`src/rtl/tune_req_if.sv`:
```
// ---------------------------------------------------------------------------
// tune_req_if
//   Handshake bundle between the request sources, the sponge tune player and
//   the tune request sequencer (tune_req_ctrl).
//
//   req      play request, one-cycle pulse (held high = one request per cycle)
//   cancel   flush every pending request (the tune already playing continues)
//   clr_err  clear the sticky ovf/tmo flags
//   done     from sponge: tune finished, the rising edge is the event
//   go       to sponge: one-cycle start pulse
//   busy     sequencer is launching, playing or holding the inter-tune gap
//   pend     number of queued requests, 0..DEPTH
//   ovf      sticky: a request was dropped because the queue was full
//   tmo      sticky: the watchdog ended a tune that never reported done
//
//   master : the side that drives requests and done (system / testbench)
//   slave  : the sequencer itself
// ---------------------------------------------------------------------------
interface tune_req_if;
  logic       req;
  logic       cancel;
  logic       clr_err;
  logic       done;
  logic       go;
  logic       busy;
  logic [3:0] pend;
  logic       ovf;
  logic       tmo;

  modport master (
    output req, cancel, clr_err, done,
    input  go, busy, pend, ovf, tmo
  );

  modport slave (
    input  req, cancel, clr_err, done,
    output go, busy, pend, ovf, tmo
  );
endinterface

```
`src/rtl/tune_req_ctrl.sv`:
```
// ---------------------------------------------------------------------------
// tune_req_ctrl
//   Request sequencer sitting directly upstream of the sponge tune player.
//   Single-cycle play requests are counted into a small pending queue. One
//   tune at a time is started with a one-cycle go pulse; the sequencer then
//   waits for the rising edge of sponge's done, holds a silent gap, and only
//   then considers the next pending request. A watchdog ends a tune whose
//   done never arrives and raises the sticky tmo flag.
//
// Parameters
//   FAST_SIM  1 shrinks GAP/TMO for simulation (matches sponge FAST_SIM)
//   DEPTH     maximum number of pending requests, 1..15
//   GAP       inter-tune silence in clk cycles
//   TMO       maximum PLAY duration in clk cycles before a forced exit
//
// Ports
//   clk      system clock
//   rst_n    asynchronous reset, active low (shared with sponge)
//   bus      tune_req_if.slave: req/cancel/clr_err/done in,
//            go/busy/pend/ovf/tmo out, all outputs registered
//
// Sequence
//   IDLE -> LAUNCH (go high for this one cycle) -> PLAY -> GAP -> IDLE
//   A request seen in IDLE with an empty queue gives pend=1 after that edge,
//   LAUNCH after the next edge and PLAY after the one following.
// ---------------------------------------------------------------------------
module tune_req_ctrl #(
  parameter bit FAST_SIM = 1'b0,
  parameter int DEPTH    = 4,
  parameter int GAP      = FAST_SIM ? 16   : 2_500_000,
  parameter int TMO      = FAST_SIM ? 4096 : 2**27
) (
  input  logic       clk,
  input  logic       rst_n,
  tune_req_if.slave  bus
);

  // One counter serves both the PLAY watchdog and the GAP timer: the two
  // phases never overlap, and the counter restarts from zero on entry to
  // each. It is wide enough to reach max(GAP, TMO) - 1 without wrapping.
  localparam int CNT_MAX = (GAP > TMO) ? GAP : TMO;
  localparam int CNT_W   = $clog2(CNT_MAX + 1);

  localparam logic [CNT_W-1:0] GAP_LAST  = CNT_W'(GAP - 1);
  localparam logic [CNT_W-1:0] TMO_LAST  = CNT_W'(TMO - 1);
  localparam logic [3:0]       DEPTH_MAX = 4'(DEPTH);

  localparam logic [1:0] S_IDLE   = 2'd0;
  localparam logic [1:0] S_LAUNCH = 2'd1;
  localparam logic [1:0] S_PLAY   = 2'd2;
  localparam logic [1:0] S_GAP    = 2'd3;

  logic [1:0]       state, state_d;
  logic [CNT_W-1:0] cnt, cnt_d;
  logic             done_q;

  logic             go_q, busy_q, ovf_q, tmo_q;
  logic [3:0]       pend_q, pend_d;

  logic             done_rise;
  logic             launch;
  logic             tmo_fire;
  logic             accept;
  logic             ovf_set;

  // sponge shares rst_n, so done_q starting at 0 cannot fake an edge.
  assign done_rise = bus.done & ~done_q;

  // -------------------------------------------------------------------------
  // Sequencer next-state logic
  // -------------------------------------------------------------------------
  // NOTE: every signal assigned in this block gets a default first, so no
  // path through the case statement can leave one unassigned and infer a latch.
  always_comb begin
    state_d  = state;
    cnt_d    = cnt;
    launch   = 1'b0;
    tmo_fire = 1'b0;

    case (state)
      S_IDLE: begin
        // cancel flushes the queue this cycle, so it also blocks a launch.
        if ((pend_q != 4'd0) && !bus.cancel) begin
          launch  = 1'b1;
          state_d = S_LAUNCH;
        end
      end

      S_LAUNCH: begin
        cnt_d   = '0;
        state_d = S_PLAY;
      end

      S_PLAY: begin
        // A done edge in the very cycle the watchdog expires is a normal
        // finish: the tune did complete, so tmo stays clear.
        if (done_rise) begin
          cnt_d   = '0;
          state_d = S_GAP;
        end else if (cnt == TMO_LAST) begin
          tmo_fire = 1'b1;
          cnt_d    = '0;
          state_d  = S_GAP;
        end else begin
          cnt_d = cnt + 1'b1;
        end
      end

      S_GAP: begin
        // done edges arriving here belong to the finished tune and are ignored.
        if (cnt == GAP_LAST) begin
          state_d = S_IDLE;
        end else begin
          cnt_d = cnt + 1'b1;
        end
      end

      default: begin
        state_d = S_IDLE;
      end
    endcase
  end

  // -------------------------------------------------------------------------
  // Pending request count
  // -------------------------------------------------------------------------
  // A request at a full queue still fits when a launch frees a slot in the
  // same cycle. cancel overrides both requests and launches.
  always_comb begin
    accept  = bus.req && ((pend_q < DEPTH_MAX) || launch);
    ovf_set = bus.req && !accept && !bus.cancel;
    pend_d  = pend_q;

    if (bus.cancel) begin
      pend_d = 4'd0;
    end else if (accept && !launch) begin
      pend_d = pend_q + 4'd1;
    end else if (launch && !accept) begin
      pend_d = pend_q - 4'd1;
    end
  end

  // -------------------------------------------------------------------------
  // State and registered outputs
  // -------------------------------------------------------------------------
  // NOTE: state is updated with non-blocking assignments so every register
  // samples the values from before this edge, independent of statement order.
  always_ff @(posedge clk or negedge rst_n) begin
    if (!rst_n) begin
      state  <= S_IDLE;
      cnt    <= '0;
      done_q <= 1'b0;
      go_q   <= 1'b0;
      busy_q <= 1'b0;
      pend_q <= 4'd0;
      ovf_q  <= 1'b0;
      tmo_q  <= 1'b0;
    end else begin
      state  <= state_d;
      cnt    <= cnt_d;
      done_q <= bus.done;
      pend_q <= pend_d;

      // Outputs follow the state being entered so they line up with it.
      go_q   <= (state_d == S_LAUNCH);
      busy_q <= (state_d != S_IDLE);

      // A set event in the same cycle as clr_err wins.
      if (ovf_set) begin
        ovf_q <= 1'b1;
      end else if (bus.clr_err) begin
        ovf_q <= 1'b0;
      end

      if (tmo_fire) begin
        tmo_q <= 1'b1;
      end else if (bus.clr_err) begin
        tmo_q <= 1'b0;
      end
    end
  end

  assign bus.go   = go_q;
  assign bus.busy = busy_q;
  assign bus.pend = pend_q;
  assign bus.ovf  = ovf_q;
  assign bus.tmo  = tmo_q;

endmodule

```
`src/flat_wrapper.sv`:
```
// flat-port wrapper written by rule: the top's interface ports become plain ports
module tune_req_ctrl_flat 
#(
  parameter bit FAST_SIM = 1'b0,
  parameter int DEPTH    = 4,
  parameter int GAP      = FAST_SIM ? 16   : 2_500_000,
  parameter int TMO      = FAST_SIM ? 4096 : 2**27
)
  (clk, rst_n, bus_req, bus_cancel, bus_clr_err, bus_done, bus_go, bus_busy, bus_pend, bus_ovf, bus_tmo);
  tune_req_if bus_i ();
  input  logic clk;
  input  logic rst_n;
  input wire logic [$bits(bus_i.req)-1:0] bus_req;
  input wire logic [$bits(bus_i.cancel)-1:0] bus_cancel;
  input wire logic [$bits(bus_i.clr_err)-1:0] bus_clr_err;
  input wire logic [$bits(bus_i.done)-1:0] bus_done;
  output wire logic [$bits(bus_i.go)-1:0] bus_go;
  output wire logic [$bits(bus_i.busy)-1:0] bus_busy;
  output wire logic [$bits(bus_i.pend)-1:0] bus_pend;
  output wire logic [$bits(bus_i.ovf)-1:0] bus_ovf;
  output wire logic [$bits(bus_i.tmo)-1:0] bus_tmo;
  assign bus_i.req = bus_req;
  assign bus_i.cancel = bus_cancel;
  assign bus_i.clr_err = bus_clr_err;
  assign bus_i.done = bus_done;
  assign bus_go = bus_i.go;
  assign bus_busy = bus_i.busy;
  assign bus_pend = bus_i.pend;
  assign bus_ovf = bus_i.ovf;
  assign bus_tmo = bus_i.tmo;
  tune_req_ctrl #(.FAST_SIM(FAST_SIM), .DEPTH(DEPTH), .GAP(GAP), .TMO(TMO)) u_core (.clk(clk), .rst_n(rst_n), .bus(bus_i));
endmodule
```
`config.mk`:
```
export PLATFORM = sky130hd
export DESIGN_NAME = tune_req_ctrl_flat
export DESIGN_NICKNAME = d
export VERILOG_FILES = /design/src/rtl/tune_req_if.sv /design/src/rtl/tune_req_ctrl.sv /design/src/flat_wrapper.sv
export SDC_FILE = /design/constraint.sdc
export NUM_CORES = 1
export LEC_CHECK = 0
export CORE_ASPECT_RATIO = 1.2
export CORE_MARGIN = 3
export CORE_UTILIZATION = 45
export CTS_CLUSTER_SIZE = 10
export DETAILED_ROUTE_END_ITERATION = 8
export SYNTH_ARGS = -nofsm -noshare
export SYNTH_HDL_FRONTEND = slang
export SYNTH_SLANG_ARGS = --single-unit
```
`constraint.sdc`:
```
create_clock -name clk -period 3.2 [get_ports clk]
set_input_delay 0.64 -clock clk [delete_from_list [all_inputs] [get_ports clk]]
set_output_delay 0.64 -clock clk [all_outputs]
set_load 0.1 [all_outputs]
```
---- Yosys cells after proc, flatten, opt, wreduce, memory -nomap -nowiden ----
Cells that the tools add are included.
cells by class
  add/sub/neg operators ................... 3
  order comparisons ....................... 1
  equal/unequal tests ..................... 7
  muxes and demuxes ....................... 20
  bitwise gates (word level) .............. 2
  reductions and logical operators ........ 18
operators by type and width
  cell                                                                           number
  28-bit 2-to-1 mux                                                              3
  28-bit one-hot mux with 3 select lines                                         1
  28-bit by 1-bit adder with 28-bit output (second input constant)               1
  28-bit by 22-bit equality test with 1-bit output (second input constant)       1
  28-bit by 27-bit equality test with 1-bit output (second input constant)       1
  4-bit 2-to-1 mux                                                               3
  1-bit 2-to-1 mux                                                               8
  2-bit 2-to-1 mux                                                               4
  2-bit one-hot mux with 4 select lines                                          1
  1-bit logical AND                                                              6
  2-bit nonzero test                                                             3
  3-bit nonzero test                                                             2
  4-bit by 1-bit adder with 4-bit output (second input constant)                 1
  2-bit by 1-bit equality test with 1-bit output (second input constant)         2
  2-bit equality test (second input constant)                                    2
  4-bit by 3-bit less-than comparator with 1-bit output (second input constant)  1
  4-bit nonzero test                                                             1
  4-bit by 1-bit subtractor with 4-bit output (second input constant)            1
  1-bit logical NOT                                                              3
  2-bit logical NOT                                                              1
  2-bit != test (second input constant)                                          1
  2-bit AND reduction                                                            1
  1-bit bitwise AND                                                              1
  1-bit logical OR                                                               1
  1-bit inverter                                                                 1
storage, ports and cells
  register bits ........................... 39
  input bits .............................. 6
  output and inout port bits .............. 8

---- Depth between registers and ports, before layout ----
Gate-level depths: netlist of the first run.
  depth after elaboration ................. 11
  mapped depth ............................ 11
  mapped depth without buffers ............ 9

---- Least setup slack after synthesis of the first run ----
No wires, ideal clock.
  path kind ............................... reg2reg
  start ................................... reg u_core.pend_q[0] (netlist: u_core.bus.pend[0])
  end ..................................... reg u_core.pend_q[3] (netlist: u_core.bus.pend[3])
  library setup time ...................... 0.139 ns
  arrival time ............................ 2.622 ns
  slack ................................... 0.440 ns
  cell stages (with the launch flop) ...... 10
  buffers on the path ..................... 0
  cell sequence ........................... dfrtp_1 -> nor4_1 -> or3_4 -> nand3_1 -> ha_1 -> a21o_1 -> a21o_1 -> nor2b_1 -> o21ai_0 -> o31ai_1
between the ends
  longest elaborated chain between the ends .. 9
  elaborated cells on any way between the ends .. 17
RTL lines
  what                                                    line                                        source
  from (decl)                                             tune_req_ctrl.sv:58                         logic [3:0] pend_q, pend_d;
  from (signal assigned)                                  tune_req_ctrl.sv:162                        pend_q <= pend_d;
  4-bit nonzero test                                      tune_req_ctrl.sv:83                         if ((pend_q != 4'd0) && !bus.cancel) begin
  1-bit logical AND                                       tune_req_ctrl.sv:83
  1-bit 2-to-1 mux                                        tune_req_ctrl.sv:83
  1-bit 2-to-1 mux                                        tune_req_ctrl.sv:80                         case (state)
  1-bit logical OR                                        tune_req_ctrl.sv:130                        accept = bus.req && ((pend_q < DEPTH_MAX) || launch);
  1-bit logical AND                                       tune_req_ctrl.sv:130
  1-bit logical AND or 1-bit logical NOT (tied branches)  tune_req_ctrl.sv:136, tune_req_ctrl.sv:138
  4-bit 2-to-1 mux or 1-bit logical AND (tied branches)   tune_req_ctrl.sv:136, tune_req_ctrl.sv:138
  4-bit 2-to-1 mux or 3-bit nonzero test (tied branches)  n/a
Several ways; a longest one is shown, not always the timed one. The select of a mux whose other input is x is not followed.
A chain may end at the register's enable or synchronous reset.

---- Final worst setup path of the first run ----
  start ................................... in bus_cancel
  end ..................................... reg u_core.pend_q[3] (netlist: u_core.bus.pend[3])
between the ends
  longest elaborated chain between the ends .. 9
  elaborated cells on any way between the ends .. 13
RTL lines
  what                                                    line                                        source
  from (decl)                                             flat_wrapper.sv:14                          input wire logic [$bits(bus_i.cancel)-1:0] bus_cancel;
  1-bit logical NOT                                       tune_req_ctrl.sv:83
  1-bit logical AND                                       tune_req_ctrl.sv:83
  1-bit 2-to-1 mux                                        tune_req_ctrl.sv:83
  1-bit 2-to-1 mux                                        tune_req_ctrl.sv:80
  1-bit logical OR                                        tune_req_ctrl.sv:130
  1-bit logical AND                                       tune_req_ctrl.sv:130
  1-bit logical AND or 1-bit logical NOT (tied branches)  tune_req_ctrl.sv:136, tune_req_ctrl.sv:138
  4-bit 2-to-1 mux or 1-bit logical AND (tied branches)   tune_req_ctrl.sv:136, tune_req_ctrl.sv:138
  4-bit 2-to-1 mux or 3-bit nonzero test (tied branches)  n/a
Several ways; a longest one is shown, not always the timed one.

==> metrics.txt, run 1 <==
maximum capacitance violations 0; largest net degree at the start of global routing 40; total detailed-routing wirelength 4.61 mm; Fillers 433; total of endpoints with negative setup slack in the final report 0; Mapped Avg Cell Area 9.59 µm²; remaining global-route overflow 0; FF-to-FF Start u_core.state[1]; worst-margin pin slew 0.883 ns; clock insertion delay at the later pin of the skew report 0.29 ns; most instantiated library cell after synthesis dfrtp_1; number of hold-slack violations in the final timing report 0; number of iterations in the first detailed-routing pass 4; tightest slew margin relative to the limit 41.1%; share of layout cells above drive strength 1 12.7%; average routed wire per standard cell 15.2 µm; site row count 27; via count of the first global-routing pass 1647; DRC violation count after routing 0; cells on worst reg2reg path 9; count of unique library cells instantiated by Yosys 49; yosys warns 0; fin crit period 2.49 ns; total standard cell area after synthesis 2190 µm²; Starting Density 47.3%; global-route usage over all layers 17.6%; Post-synth EDFFs 0; final cell count without fillers 303; Crit Path Class input pin to register; starting DRC count in detailed routing 80; die area 5740 µm²; post-cts hold buffer count 0; net count after synthesis 238; nets@finish 256; total number of vias 1732; count of input and output buffers 13; worst stage delay on the critical path 0.43 ns; Max H-tree Level 2; area inside the core boundary 4630 µm²; Clock Sink Count 39; Max Fclk 401 MHz; most area-consuming cells after synthesis dfrtp_1 (45%), xor2_1 (7.2%), nor2_1 (4.6%); path class of the lowest-slack min-delay path input pin to asynchronous set/reset pin; Die X 69.6 µm; clk buf depth 2; r2r setup slk 0.76 ns; clk root buf clkbuf_8; final critical-path share of the clock period 77.9%; number of antenna violations at the first check in global routing 0; Reg clk slew, reported paths 0.07 ns; max-slew violation total from the final report 0; detailed-placement wirelength estimate 3.20 mm; dominant register cell in the synthesized netlist dfrtp_1; Post-CTS Resized 0; number of setup buffers added after CTS 0; outcome completed; TritonCTS clock tree built; chain of cells forming the critical path clkdlybuf4s50_1 -> or3_4 -> nand3_1 -> ha_1 -> a21o_1 -> a21o_1 -> nor2b_1 -> o21ai_0 -> o31ai_1; post-synthesis register bit count 39; Crit path top cell by count a21o_1; worst clock skew 0.00753 ns; number of CTS-inserted buffers 5; sequential cell area in the final layout 976 µm²; Leakage Power 1.11 nW; drt via density 5.72; power per standard cell area 578 nW/µm²; Final ANT Viol Nets 0; vertical die dimension 82.4 µm; Peak VDD IR 0.283 mV; post-synth top area cell dfrtp_1; first-pass GRT wire length 7.89 mm; RSZ-0062 raised after global routing no; total area of multi-input combinational cells 1130 µm²; share of the synthesized area in the top cell type 44.6%; area growth from synthesis to layout 11.2%; required time of the critical path 3.36 ns; largest fanout of any net on the critical path 5; crit path DAT 2.66 ns; Ant. Diodes 0; critical-path cell with the highest stage delay clkdlybuf4s50_1; IO Pins 14; Syn Inst Count 228; post-synthesis sequential area ratio 44.6%; DP Cell Count 297; proportion of register bits with asynchronous set or reset after synthesis 100%; total negative setup slack 0 ns; cell types with the highest counts after synthesis dfrtp_1 (39), nor2_1 (27), nand2_1 (18), xor2_1 (18), nand3_1 (15); final estimated routing congestion in global placement 0.778; critical path capture point type register; Worst setup SP type input pin; Reg2Reg Capture Point u_core.bus.pend[3]
## through the flow
stage / setup WS, ns / utilization, % / total power [mW] / hold WS, ns / area [µm²]
global route: 0.552 / 52.5 / 1.49 / 0.538 / 2430
detailed placement: 0.404 / 51.0 / 1.11 / 0.496 / 2360
CTS: 0.705 / 52.5 / 1.42 / 0.507 / 2430
floorplan: 0.440 / - / 1.00 / 0.344 / 2190
global placement: 0.445 / 51.0 / 1.10 / 0.490 / 2360
finish: 0.707 / 52.5 / 1.41 / 0.462 / 2430
## cell usage in the layout, fill, tap and decap left out, types with 2 or more instances in the layout
cell type,instances
dfrtp_1,39
nor2_1,27
nand2_1,18
xor2_1,18
nand3_1,15
buf_4,12
nand4_1,11
inv_1,11
a21oi_1,10
nor3_1,7
o21ai_0,7
clkbuf_8,5
nand2b_1,4
nor4_1,4
o31ai_1,4
clkdlybuf4s50_1,4
or4b_4,3
a21o_1,3
xnor2_1,3
ha_1,3
nor4_4,2
nor2b_1,2
nor3b_1,2
o22ai_1,2
and3_1,2
or3_1,2
mux2i_1,2
## registers in the layout, indices dropped and copies added, names as in the netlist
signal and cells:
u_core.bus.busy 1, u_core.bus.go 1, u_core.bus.ovf 1, u_core.bus.pend 4, u_core.bus.tmo 1, u_core.cnt 28
u_core.done_q 1, u_core.state 2
## critical path: cells and delay by family
kind | cells | cell delay (ns)
buf+inv | 1 | 0.43
compound gates | 4 | 0.59
simple gates | 3 | 0.75
fa+ha+maj | 1 | 0.26
## per-layer routing
layer	track usage (%)	part of all wire [%]	vias up
met5	0	0	-
met1	22.0	45	836
met4	6.70	1.7	0
met3	4.24	4.3	5
met2	30.0	49	45
li1	-	-	846
## worst max path at each step
stage | cells past startpoint | from | slack, ns | to
2_1_floorplan | 9 | u_core.bus.pend[0] | 0.44 | u_core.bus.pend[3]
3_3_place_gp | 9 | bus_cancel | 0.45 | u_core.bus.pend[3]
3_5_place_dp | 9 | bus_cancel | 0.40 | u_core.bus.pend[3]
4_1_cts | 9 | bus_cancel | 0.71 | u_core.bus.pend[3]
5_1_grt | 9 | u_core.bus.pend[0] | 0.55 | u_core.bus.pend[3]
6_report | 9 | bus_cancel | 0.71 | u_core.bus.pend[3]
## logic make-up (layout without fill, tap and decap cells)
group / after synthesis / count (layout) / share of synthesized area (%)
AND/OR/NAND/NOR: 108 / 108 / 28.2
flip-flops: 39 / 39 / 44.6
AO/OA/AOI/OAI: 36 / 36 / 11.4
XOR/XNOR: 21 / 21 / 8.41
buffers and inverters: 18 / 35 / 3.83
adder cells (fa/ha/maj): 4 / 4 / 2.63
multiplexers: 2 / 2 / 0.915
## report_power, final
part	switching, mW	internal (mW)
sequential	0.0719	0.554
clock	0.163	0.145
combinational	0.311	0.160
## area by class of cell
| type | instances | area share [%] |
|---|---|---|
| multi-input combinational | 171 | 46.4 |
| sequential | 39 | 40.1 |
| timing repair buffer | 17 | 5.56 |
| clock buffer | 6 | 2.99 |
| tap | 58 | 2.99 |
| inverter | 12 | 1.96 |
(Power assumes the default switching activity.)
==> run 2: changes to the inputs <==
Settings changed: PLACE_DENSITY from default to 0.66.
Clock period 3.2 ns to 2.21 ns, I/O delays scaled along.
==> metrics.txt, run 2 (same netlist as run 1, synthesis figures left out) <==
area growth from synthesis to layout 21.3%; power per standard cell area 820 nW/µm² (+42%); outcome completed; maximum capacitance violations 0 (unchanged); starting DRC count in detailed routing 93 (+16%); Ant. Diodes 0 (unchanged); Crit path top cell by count a21o_1; via count of the first global-routing pass 1756 (+6.6%); cell family with most CP delay simple AND/OR/NAND/NOR gates; most used cells in the layout excluding fill and tap cells dfrtp_1 (35), buf_4 (30), nor2_1 (27); critical path capture point type register; fin area 2650 µm² (+9.2%); Starting Density 47.3% (unchanged); share of layout cells above drive strength 1 22.2% (+9.5 points); required time of the critical path 2.39 ns (-0.97 ns); TritonCTS clock tree built; average routed wire per standard cell 14.3 µm (-6.1%); fin crit period 2.09 ns; Fillers 410 (-5.3%); max reg flops 28 (unchanged); Die X 69.6 µm (unchanged); number of CTS-inserted buffers 5 (unchanged); Reg2Reg Capture Point u_core.bus.pend[3]; FF-to-FF Start u_core.bus.pend[2]; RSZ-0062 raised after global routing no; total detailed-routing wirelength 4.63 mm (+0.37%); Post-Place Cell Area 2560 µm² (+8.6%); clk root buf clkbuf_8; worst clock skew 0.0123 ns (+0.00481 ns); largest fanout of any net on the critical path 6 (+1); buffer and inverter count on the worst path 0 (-1); global-route usage over all layers 17.4% (-0.26 points); chain of cells forming the critical path nor4_4 -> or3_4 -> nand3_4 -> ha_4 -> a21o_1 -> a21o_1 -> nor2b_1 -> o21ai_1 -> o31ai_1; total number of vias 1782 (+2.9%); Reg clk slew, reported paths 0.08 ns (about the same); Max H-tree Level 2 (unchanged); Leakage Power 1.22 nW (+9.2%); nets@finish 275 (+7.4%); number of hold-slack violations in the final timing report 0 (unchanged); DRC violation count after routing 0 (unchanged); total of endpoints with negative setup slack in the final report 0 (unchanged); clock insertion delay at the later pin of the skew report 0.29 ns (about the same); commonest non-fill, non-tap cell in the layout dfrtp_1; remaining global-route overflow 0 (unchanged); register name with the most flops u_core.cnt; final estimated routing congestion in global placement 0.782 (+0.57%); worst-margin pin slew 0.587 ns (-0.296 ns); largest net degree at the start of global routing 27 (-33%); crit path DAT 2.27 ns (-0.39 ns); Final Util 57.3% (+4.8 points); Final ANT Viol Nets 0 (unchanged); area inside the core boundary 4630 µm² (unchanged); tightest slew margin relative to the limit 60.9% (+20 points); Max Fclk 479 MHz; path class of the lowest-slack min-delay path input pin to asynchronous set/reset pin; detailed-placement wirelength estimate 3.40 mm (+6.1%); post-cts hold buffer count 0 (unchanged); final critical-path share of the clock period 94.5%; drt via density 5.50 (-3.8%); Clock Sink Count 39 (unchanged); clk buf depth 2 (unchanged); Crit Path Class register to register; number of antenna violations at the first check in global routing 0 (unchanged); Worst setup SP type register; IO Pins 14 (unchanged); site row count 27 (unchanged); max-slew violation total from the final report 0 (unchanged); count of input and output buffers 13 (unchanged); number of iterations in the first detailed-routing pass 4 (unchanged); first-pass GRT wire length 7.93 mm (+0.44%); Peak VDD IR 0.346 mV (+22%); die area 5740 µm² (unchanged); r2r setup slk 0.12 ns (-0.64 ns); cells on worst reg2reg path 9 (unchanged); critical-path cell with the highest stage delay dfrtp_4; vertical die dimension 82.4 µm (unchanged); worst stage delay on the critical path 0.52 ns (+0.09 ns)
[run 2: worst max path at each step]
stage,start,end,cells past startpoint
final,u_core.bus.pend[2],u_core.bus.pend[3],9
after global routing,u_core.bus.pend[2],u_core.bus.pend[3],9
after CTS,u_core.bus.pend[0],u_core.bus.pend[3],9
after detailed placement,bus_cancel,u_core.bus.pend[3],9
after global placement,bus_cancel,u_core.bus.pend[3],9
after floorplan,u_core.state[1],u_core.bus.pend[3],11
[run 2: per-stage QoR]
stage	power (mW)	hold slack (ns)	instances	worst slack, ns	TNS (ns)
finish	2.18	0.138	324	0.122	0
detailed placement	1.72	0.483	315	-0.193	-0.305
CTS	2.18	0.163	323	0.0935	0
global placement	1.69	0.481	315	-0.137	-0.202
floorplan	1.52	0.146	228	-0.0311	-0.0311
global route	2.30	0.174	324	0.0193	0
[run 2: area by class of cell]
type                            instances  area [µm²]  share of cell area [%]
Clock buffer                            7        76.3                    2.88
Clock inverter                          1        5.00                   0.189
Inverter                               12        47.5                    1.79
Multi-Input combinational cell        171        1170                    44.1
Sequential cell                        39         991                    37.3
Tap cell                               58        72.6                    2.73
Timing Repair Buffer                   36         290                    10.9
[run 2: worst reg2reg max path, cell delays in order, from the launching register on]
cell and delay, ns:
dfrtp_4 0.52, nor4_4 0.30, or3_4 0.18, nand3_4 0.09
ha_4 0.23, a21o_1 0.15, a21o_1 0.17, nor2b_1 0.13
o21ai_1 0.12, o31ai_1 0.08
[run 2: layer usage]
metal / GRT usage, % / up-vias / share of wire [%]
met2: 29.0 / 35 / 48
met4: 7.09 / 0 / 1.0
li1: - / 880 / -
met3: 4.48 / 6 / 4.6
met1: 21.7 / 861 / 46
met5: 0 / - / 0
[run 2: timing repair]
item | 4_1_cts | 5_1_grt
gates resized for setup | 0 | 1
endpoints found under the setup margin | 0 | 3
buffers inserted | 0 | 1
[run 2: where the power goes]
part           leakage [nW]  internal [mW]  total, mW  switching (mW)
clock                0.0422          0.221      0.460           0.239
combinational         0.670          0.300      0.773           0.473
sequential            0.504          0.820      0.944           0.124
==> run 3: changes to the inputs <==
Settings changed: CELL_PAD_IN_SITES_DETAIL_PLACEMENT from default to 1, CELL_PAD_IN_SITES_GLOBAL_PLACEMENT from default to 1, CORE_MARGIN 3 to 2, CORE_UTILIZATION 45 to 41, MAX_ROUTING_LAYER from default to met4, PLACE_DENSITY 0.66 to default, PLACE_DENSITY_LB_ADDON from default to 0.1.
==> metrics.txt, run 3 (same netlist as run 1, synthesis figures left out) <==
outcome completed; Ant. Diodes 0 (unchanged); count of input and output buffers 13 (unchanged); vertical die dimension 84.0 µm (+2.0%); Worst setup SP type register; clk root buf clkbuf_8; site row count 29 (+7.4%); max reg flops 28 (unchanged); path class of the lowest-slack min-delay path input pin to asynchronous set/reset pin; average routed wire per standard cell 17.1 µm (+20%); maximum capacitance violations 0 (unchanged); starting DRC count in detailed routing 56 (-40%); placement-stage worst setup slack -0.200 ns (-0.00701 ns); first-pass GRT wire length 10.2 mm (+28%); cells on worst reg2reg path 9 (unchanged); tightest slew margin relative to the limit 60.7% (-0.15 points); PnR worst setup slack 0.0828 ns (-0.0388 ns); number of iterations in the first detailed-routing pass 4 (unchanged); post-cts hold buffer count 0 (unchanged); Final Util 52.8% (-4.6 points); nets@finish 285 (+3.6%); TritonCTS clock tree built; Peak VDD IR 0.369 mV (+6.5%); combinational share of power 35.6% (about the same); Reg clk slew, reported paths 0.08 ns (about the same); total number of vias 1850 (+3.8%); fin crit period 2.13 ns (+0.0388 ns); total detailed-routing wirelength 5.77 mm (+25%); Reg2Reg Capture Point u_core.bus.pend[3]; Crit Path Class register to register; DRC violation count after routing 0 (unchanged); worst-margin pin slew 0.584 ns (-0.00307 ns); number of hold-slack violations in the final timing report 0 (unchanged); Die X 70.7 µm (+1.5%); detailed-placement wirelength estimate 4.40 mm (+29%); clock insertion delay at the later pin of the skew report 0.30 ns (about the same); largest net degree at the start of global routing 24 (-11%); r2r setup slk 0.08 ns (-0.04 ns); Max H-tree Level 2 (unchanged); remaining global-route overflow 0 (unchanged); total of endpoints with negative setup slack in the final report 0 (unchanged); crit path DAT 2.33 ns (+0.06 ns); internal power 1.49 mW (+11%); final total power 2.39 mW (+9.8%); part of the total power dissipated in the clock network 25.4% (+4.3 points); largest fanout of any net on the critical path 6 (unchanged); worst clock skew 0.00588 ns (-0.00645 ns); FF-to-FF Start u_core.bus.pend[2]; Switch Pwr 902 µW (+8.0%); share of layout cells above drive strength 1 26.1% (+3.9 points); area growth from synthesis to layout 26.0%; via count of the first global-routing pass 2133 (+21%); relative contribution of sequential cells to total power 39.0% (-4.3 points); number of CTS-inserted buffers 5 (unchanged); Starting Density 41.9% (-5.4 points); Clock Sink Count 39 (unchanged); final estimated routing congestion in global placement 0.807 (+3.1%); area inside the core boundary 5230 µm² (+13%); Final ANT Viol Nets 0 (unchanged); drt via density 5.47 (-0.48%); most used cells in the layout excluding fill and tap cells buf_4 (41), dfrtp_1 (35), nor2_1 (27); power per standard cell area 867 nW/µm² (+5.7%); max-slew violation total from the final report 0 (unchanged); required time of the critical path 2.41 ns (+0.02 ns); critical path capture point type register; register name with the most flops u_core.cnt; Fillers 622 (+52%); total negative setup slack 0 ns (unchanged); final critical-path share of the clock period 96.3% (+1.8 points); number of antenna violations at the first check in global routing 0 (unchanged); Max Fclk 470 MHz (-1.8%); IO Pins 14 (unchanged); global-route usage over all layers 22.6% (+5.2 points); die area 5940 µm² (+3.5%); clk buf depth 2 (unchanged); commonest non-fill, non-tap cell in the layout buf_4; proportion of total power due to net switching 37.7% (-0.64 points); Leakage Power 1.28 nW (+5.5%)
[run 3: layout make-up]
| cell class | instances | area (µm²) | area share, % |
|---|---|---|---|
| multi-input cells | 171 | 1170 | 42.6 |
| clock inverters | 3 | 43.8 | 1.59 |
| flip-flops and latches | 39 | 991 | 36.0 |
| well taps | 62 | 77.6 | 2.81 |
| repair buffers | 46 | 353 | 12.8 |
| clock buffers | 5 | 68.8 | 2.50 |
| inverters | 12 | 47.5 | 1.72 |
[run 3: worst max-delay path by stage]
stage / start / to / slack (ns) / depth (start not counted)
2_1_floorplan: u_core.state[1] / u_core.bus.pend[3] / -0.03 / 11
3_3_place_gp: bus_cancel / u_core.bus.pend[3] / -0.11 / 9
3_5_place_dp: bus_cancel / u_core.bus.pend[3] / -0.20 / 9
4_1_cts: u_core.state[1] / u_core.bus.pend[3] / 0.01 / 9
5_1_grt: u_core.bus.pend[2] / u_core.bus.pend[3] / -0.0004 / 9
6_report: u_core.bus.pend[2] / u_core.bus.pend[3] / 0.08 / 9
[run 3: power by group through the flow]
| stage | logic, mW | clock network, mW | registers (mW) |
|---|---|---|---|
| finish | 0.851 | 0.606 | 0.933 |
| global route | 0.932 | 0.655 | 0.951 |
| CTS | 0.846 | 0.626 | 0.932 |
| detailed placement | 0.844 | 0 | 0.946 |
| global placement | 0.803 | 0 | 0.945 |
| floorplan | 0.356 | 0 | 1.16 |
[run 3: worst max-delay path, cell delays in order (launching register included)]
cell	delay [ns]
dfrtp_4	0.53
nor4_4	0.31
or3_4	0.19
nand3_4	0.09
ha_4	0.22
a21o_1	0.15
a21o_1	0.17
nor2_1	0.10
mux2i_1	0.08
o31ai_1	0.18
[run 3: per-stage QoR]
stage,instance area (µm²),std cells,hold WS (ns)
2_1_floorplan,2250,228,0.146
3_3_place_gp,2630,329,0.398
3_5_place_dp,2630,329,0.397
4_1_cts,2740,337,0.0703
5_1_grt,2760,338,0.0757
6_report,2760,338,0.0578
[run 3: layer usage]
metal / up-vias / global-route usage [%] / part of all wire, %
li1: 896 / - / -
met1: 916 / 24.5 / 40
met2: 30 / 41.7 / 55
met3: 8 / 3.74 / 2.7
met4: 0 / 7.03 / 2.2
met5: - / - / 0
[run 3: what timing repair did]
| action | 4_1_cts | 5_1_grt |
|---|---|---|
| setup endpoints to repair | 0 | 4 |
| resized for setup | 0 | 3 |
| endpoints found under the hold margin | 0 | 0 |
| buffers inserted | 0 | 1 |
